$ cat src/rtl/qmem_bus_n.sv
// qmem_bus_n: single-master QMEM interconnect that routes one master to SN slaves
// through per-slave base/mask windows. Unmapped addresses get a one-cycle decode error.
// Optional watchdog: define QMEM_BUS_TIMEOUT_EN to abort a stalled slave after TMO_CNT
// wait cycles. The default build has no counter and no TOERR state.
module qmem_bus_n #(
  parameter int unsigned       MAW      = 13,
  parameter int unsigned       SAW      = 12,
  parameter int unsigned       QDW      = 32,
  parameter int unsigned       QSW      = QDW/8,
  parameter int unsigned       SN       = 4,
  parameter logic [SN*MAW-1:0] SLV_BASE = '0,
  parameter logic [SN*MAW-1:0] SLV_MASK = '0,
  parameter int unsigned       TMO_CNT  = 255
) (
  input  logic              clk,
  input  logic              rst,
  input  logic [MAW-1:0]    m_adr,
  input  logic              m_cs,
  input  logic              m_we,
  input  logic [QSW-1:0]    m_sel,
  input  logic [QDW-1:0]    m_dat_w,
  output logic [QDW-1:0]    m_dat_r,
  output logic              m_ack,
  output logic              m_err,
  output logic [SN*SAW-1:0] s_adr,
  output logic [SN-1:0]     s_cs,
  output logic [SN-1:0]     s_we,
  output logic [SN*QSW-1:0] s_sel,
  output logic [SN*QDW-1:0] s_dat_w,
  input  logic [SN*QDW-1:0] s_dat_r,
  input  logic [SN-1:0]     s_ack,
  input  logic [SN-1:0]     s_err
);

  localparam int unsigned IW = (SN > 1) ? $clog2(SN) : 1;

`ifdef QMEM_BUS_TIMEOUT_EN
  localparam int unsigned CW = (TMO_CNT > 1) ? $clog2(TMO_CNT + 1) : 1;
  typedef enum logic [1:0] {ST_IDLE, ST_WAIT, ST_DECERR, ST_TOERR} state_t;
  logic [CW-1:0] cnt_q, cnt_d;
`else
  typedef enum logic [1:0] {ST_IDLE, ST_WAIT, ST_DECERR} state_t;
`endif

  state_t        state_q, state_d;
  logic [IW-1:0] idx_q, idx_d;
  logic          hit;
  logic [IW-1:0] hit_idx;
  logic [IW-1:0] sel;
  logic          err_state;

  // Address, direction, selects and write data are broadcast; only s_cs is gated.
  assign s_adr   = {SN{m_adr[SAW-1:0]}};
  assign s_we    = {SN{m_we}};
  assign s_sel   = {SN{m_sel}};
  assign s_dat_w = {SN{m_dat_w}};

  // Window decode; scanning downward makes the lowest matching index win.
  always_comb begin
    hit     = 1'b0;
    hit_idx = '0;
    for (int i = SN - 1; i >= 0; i--) begin
      if ((m_adr & SLV_MASK[i*MAW +: MAW]) == SLV_BASE[i*MAW +: MAW]) begin
        hit     = 1'b1;
        hit_idx = IW'(i);
      end
    end
  end

  // Slave whose response is currently forwarded: decoded in IDLE, latched in WAIT.
  assign sel = (state_q == ST_WAIT) ? idx_q : hit_idx;

  // State register with synchronous reset.
  always_ff @(posedge clk) begin
    if (rst) begin
      state_q <= ST_IDLE;
      idx_q   <= '0;
`ifdef QMEM_BUS_TIMEOUT_EN
      cnt_q   <= '0;
`endif
    end else begin
      state_q <= state_d;
      idx_q   <= idx_d;
`ifdef QMEM_BUS_TIMEOUT_EN
      cnt_q   <= cnt_d;
`endif
    end
  end

  // Next-state logic: a transfer leaves IDLE only if the slave does not answer at once.
  always_comb begin
    state_d = state_q;
    idx_d   = idx_q;
`ifdef QMEM_BUS_TIMEOUT_EN
    cnt_d   = cnt_q;
`endif
    case (state_q)
      ST_IDLE: begin
        if (m_cs) begin
          if (!hit) begin
            state_d = ST_DECERR;
          end else if (!(s_ack[hit_idx] | s_err[hit_idx])) begin
            state_d = ST_WAIT;
            idx_d   = hit_idx;
`ifdef QMEM_BUS_TIMEOUT_EN
            cnt_d   = '0;
`endif
          end
        end
      end
      ST_WAIT: begin
        if (!m_cs || s_ack[idx_q] || s_err[idx_q]) begin
          state_d = ST_IDLE;
        end else begin
`ifdef QMEM_BUS_TIMEOUT_EN
          // Counter reaches TMO_CNT in this cycle with no response: abort next cycle.
          if (cnt_q == CW'(TMO_CNT - 1)) begin
            state_d = ST_TOERR;
          end
          if (cnt_q != CW'(TMO_CNT)) begin
            cnt_d = cnt_q + 1'b1;
          end
`endif
        end
      end
      default: begin
        state_d = ST_IDLE;
      end
    endcase
  end

  // Output logic: chip select gating and response forwarding, all forced quiet in reset.
  always_comb begin
    s_cs      = '0;
    err_state = 1'b0;
    if (!rst) begin
      case (state_q)
        ST_IDLE: begin
          if (m_cs && hit) begin
            s_cs[hit_idx] = 1'b1;
          end
        end
        ST_WAIT: begin
          s_cs[idx_q] = m_cs;
        end
        default: begin
          err_state = 1'b1;
        end
      endcase
    end
    m_ack   = s_ack[sel] & s_cs[sel];
    m_err   = (s_err[sel] & s_cs[sel]) | err_state;
    m_dat_r = m_ack ? s_dat_r[sel*QDW +: QDW] : '0;
  end

endmodule

$ cat config.mk
export PLATFORM = sky130hd
export DESIGN_NAME = qmem_bus_n
export DESIGN_NICKNAME = d
export VERILOG_FILES = /design/src/rtl/qmem_bus_n.sv
export SDC_FILE = /design/constraint.sdc
export NUM_CORES = 1
export LEC_CHECK = 0
export BUFFER_PORTS_ARGS = -buffer_cell sky130_fd_sc_hd__buf_2
export CAP_MARGIN = 15
export CORE_AREA = 2 2 163 165
export DETAILED_ROUTE_END_ITERATION = 6
export DIE_AREA = 0 0 165 167
export MAX_ROUTING_LAYER = met4
export SLEW_MARGIN = 25
export SYNTH_ARGS = -nofsm -noshare
export SYNTH_HDL_FRONTEND = slang
export SYNTH_SLANG_ARGS = --single-unit
$ cat constraint.sdc
create_clock -name clk -period 0.91 [get_ports clk]
set_input_delay 0.0455 -clock clk [delete_from_list [all_inputs] [get_ports clk]]
set_output_delay 0.0455 -clock clk [all_outputs]
set_load 0.1 [all_outputs]
==> run summary <==
The flow ran to the end, and the final reports show no timing, DRC or antenna violations. The share of synthesized area occupied by flip-flops and latches was 0; the depth of the worst hold-timing path was 0. The logs give 0.07396 for the effective utilization at floorplan and 5161 um for the wire length of the first global-routing pass. The total of fill cells in the finished design was 2975; the total global routing track utilization was 0.02398. The routed layout has 767 vias. The count of endpoints failing hold in the final timing report came out at 0.

The area of the placeable core is 25760 um^2. The shortest period the worst path allows is 832.1 ps. The count of input and output buffers is 71, and the cell-internal power is 293.7 uW.

The setup TNS was 0 ps; the die width was 165 um. The run gives 0 as the final max-slew violation count. The library cells used most frequently in the layout, excluding fill and tap cells, are sky130_fd_sc_hd__buf_12, sky130_fd_sc_hd__buf_2, sky130_fd_sc_hd__and4b_2. Max-cap violations in this run came to 0. The multi-input logic area was 397.9 um^2.

The tools report the starting DRC count in detailed routing as 3. The biggest area contributor in the post-synthesis netlist is sky130_fd_sc_hd__buf_4. Prior to clock tree synthesis, the placed netlist has a worst setup slack of -166.7 ps.

The maximum single-stage delay on the critical path was 270 ps. The kind of launch point of the worst setup path is an input pin. Setup repair after global routing left no endpoint under its margin.

The number of nets in the final layout came out at 304. For this run, the number of Yosys warnings is 0. Data on the critical path arrives at its endpoint at 790 ps. The logs give 1774 um^2 for the finished layout cell area and 506.3 uW for the net switching power of the design. The cell area after synthesis is 1906 um^2, and the worst hold slack across all endpoints is 91.02 ps. The run gives 0 as the number of buffers inserted to repair setup after CTS. Ranked by total cell area, the synthesized netlist is headed by sky130_fd_sc_hd__buf_4, sky130_fd_sc_hd__and4b_1, sky130_fd_sc_hd__buf_6. The clock power share is 0, and the final standard cell utilization of the core is 0.06887. The hold-critical path endpoint was s_dat_w[61]. Among all stages on the critical path, the largest delay is contributed by sky130_fd_sc_hd__and4b_2. The aggregate routed wire length came out at 3484 um. The run gives 1.000 as the combinational share of power. The critical path goes through buf_2, buf_4, and4b_2, buf_12.

The logs give 8 for the number of library cell types mapped by synthesis and 0 for the overall overflow remaining after global route. Entering global routing, the biggest net connects 36 pins. Setup violations remaining at the end of the flow were counted as 0. Cts-stage hold buffer count: 0. The power density over cell area was 450.9 nW/um^2; the fraction of final layout cells with drive strength greater than 1 was 0.9558. In this run the cell area measured after placement is 1765 um^2. The via-per-instance ratio is 1.708. The initial antenna violation count is 0, and the total buffers and inverters traversed by the critical path is 3. The die is 167 um tall. The floorplan step defined a die boundary enclosing 27560 um^2. The standard-cell row count came out at 59. Dividing the detail-routed wire length by the instance count gives 7.759 um.

In this run the most critical hold path is launched from m_dat_w[29]. After detailed routing, the number of remaining DRC violations is 0. Routability-driven placement finished with a final weighted congestion of 0.6091. The sequential cells in the finished layout cover a total of 0 um^2.

The area share of the largest cell type after synthesis came out at 0.7840. Based on the critical path, the design can be clocked at up to 1.202 GHz. The first detailed-routing pass took 2 iterations. The logs give 423 for the top-level port count and 244 for the cell count after synthesis. The synthesis-to-layout area growth came out at -6.894%. The most common library cell in the layout ignoring fill and taps is sky130_fd_sc_hd__buf_12. The tools report the total number of sequential cells as 0. In this run the static leakage power is 0.0006673 uW.

The worst hold path belongs to the class in2out. VDD sags by at most 0.1740 mV. Counting the clock-network buffers in the layout gives 0. A synthesized cell averages 7.810 um^2. The run gives 934 as the number of global-route vias before repair.

The switching power as a share of total power was 0.6329. The critical path is of the in2out type. The register share of total power was 0.

Across all setup checks in the final design, the least slack found is 77.86 ps. Portion of the clock cycle consumed by the worst path in the final layout: 0.9144. The tools report the critical path endpoint category as an output pin. Broken down by cell family, the worst path's largest delay share belongs to buffers and inverters.

The highest net fanout along the worst path is 12. Data on the critical path is required at its endpoint by 860 ps. For the number of nets still failing antenna checks after routing, the log shows 0.
==> synth_stat cells <==
library cell,n
sky130_fd_sc_hd__buf_4,199
sky130_fd_sc_hd__and4b_1,32
sky130_fd_sc_hd__buf_2,5
sky130_fd_sc_hd__buf_6,3
sky130_fd_sc_hd__and3b_1,2
sky130_fd_sc_hd__clkbuf_2,1
sky130_fd_sc_hd__conb_1,1
sky130_fd_sc_hd__nor2b_1,1
==> kinds of logic after synthesis <==
kind of cell | count (synthesis) | synth area share
simple gates | 35 | 0.1806
buf+inv | 208 | 0.8175
other cells | 1 | 0.001968
==> metal layers <==
metal | GRT usage | wire [um] | up-vias
met5 | - | 0 | -
met4 | 0.03365 | 489 | 0
met3 | 0.007223 | 468 | 54
met2 | 0.03623 | 1601 | 67
met1 | 0.02010 | 925 | 315
li1 | - | - | 331
==> worst max path at each step <==
stage                     depth (start not counted)     start          end  slack, ps
after floorplan                                   2  s_ack[0]   m_dat_r[2]       -160
after global placement                            3       rst  m_dat_r[21]       -140
after detailed placement                          3       rst  m_dat_r[21]       -170
after CTS                                         3       rst  m_dat_r[21]         30
after global routing                              4      m_cs  m_dat_r[27]         40
final                                             4      m_cs  m_dat_r[27]         80
==> metrics by stage <==
stage | power (uW) | instances
finish | 800.0 | 449
CTS | 806.0 | 448
detailed placement | 805.0 | 448
global route | 833.9 | 448
global placement | 798.4 | 448
floorplan | 4554 | 246
==> power groups by stage <==
stage | logic [uW] | registers, uW | clock network [uW]
floorplan | 4550 | 0 | 0
detailed placement | 805 | 0 | 0
CTS | 806 | 0 | 0
global placement | 798 | 0 | 0
global route | 834 | 0 | 0
finish | 800 | 0 | 0.0000802
==> cell type report <==
class,instances,area share
Timing Repair Buffer,75,0.5381
Tap cell,335,0.2362
Multi-Input combinational cell,38,0.2243
Antenna cell,1,0.001410
==> what timing repair did <==
action,4_1_cts,5_1_grt
resized for setup,1,1
setup endpoints to repair,34,16
gates cloned,0,0
(Power assumes the default switching activity.)
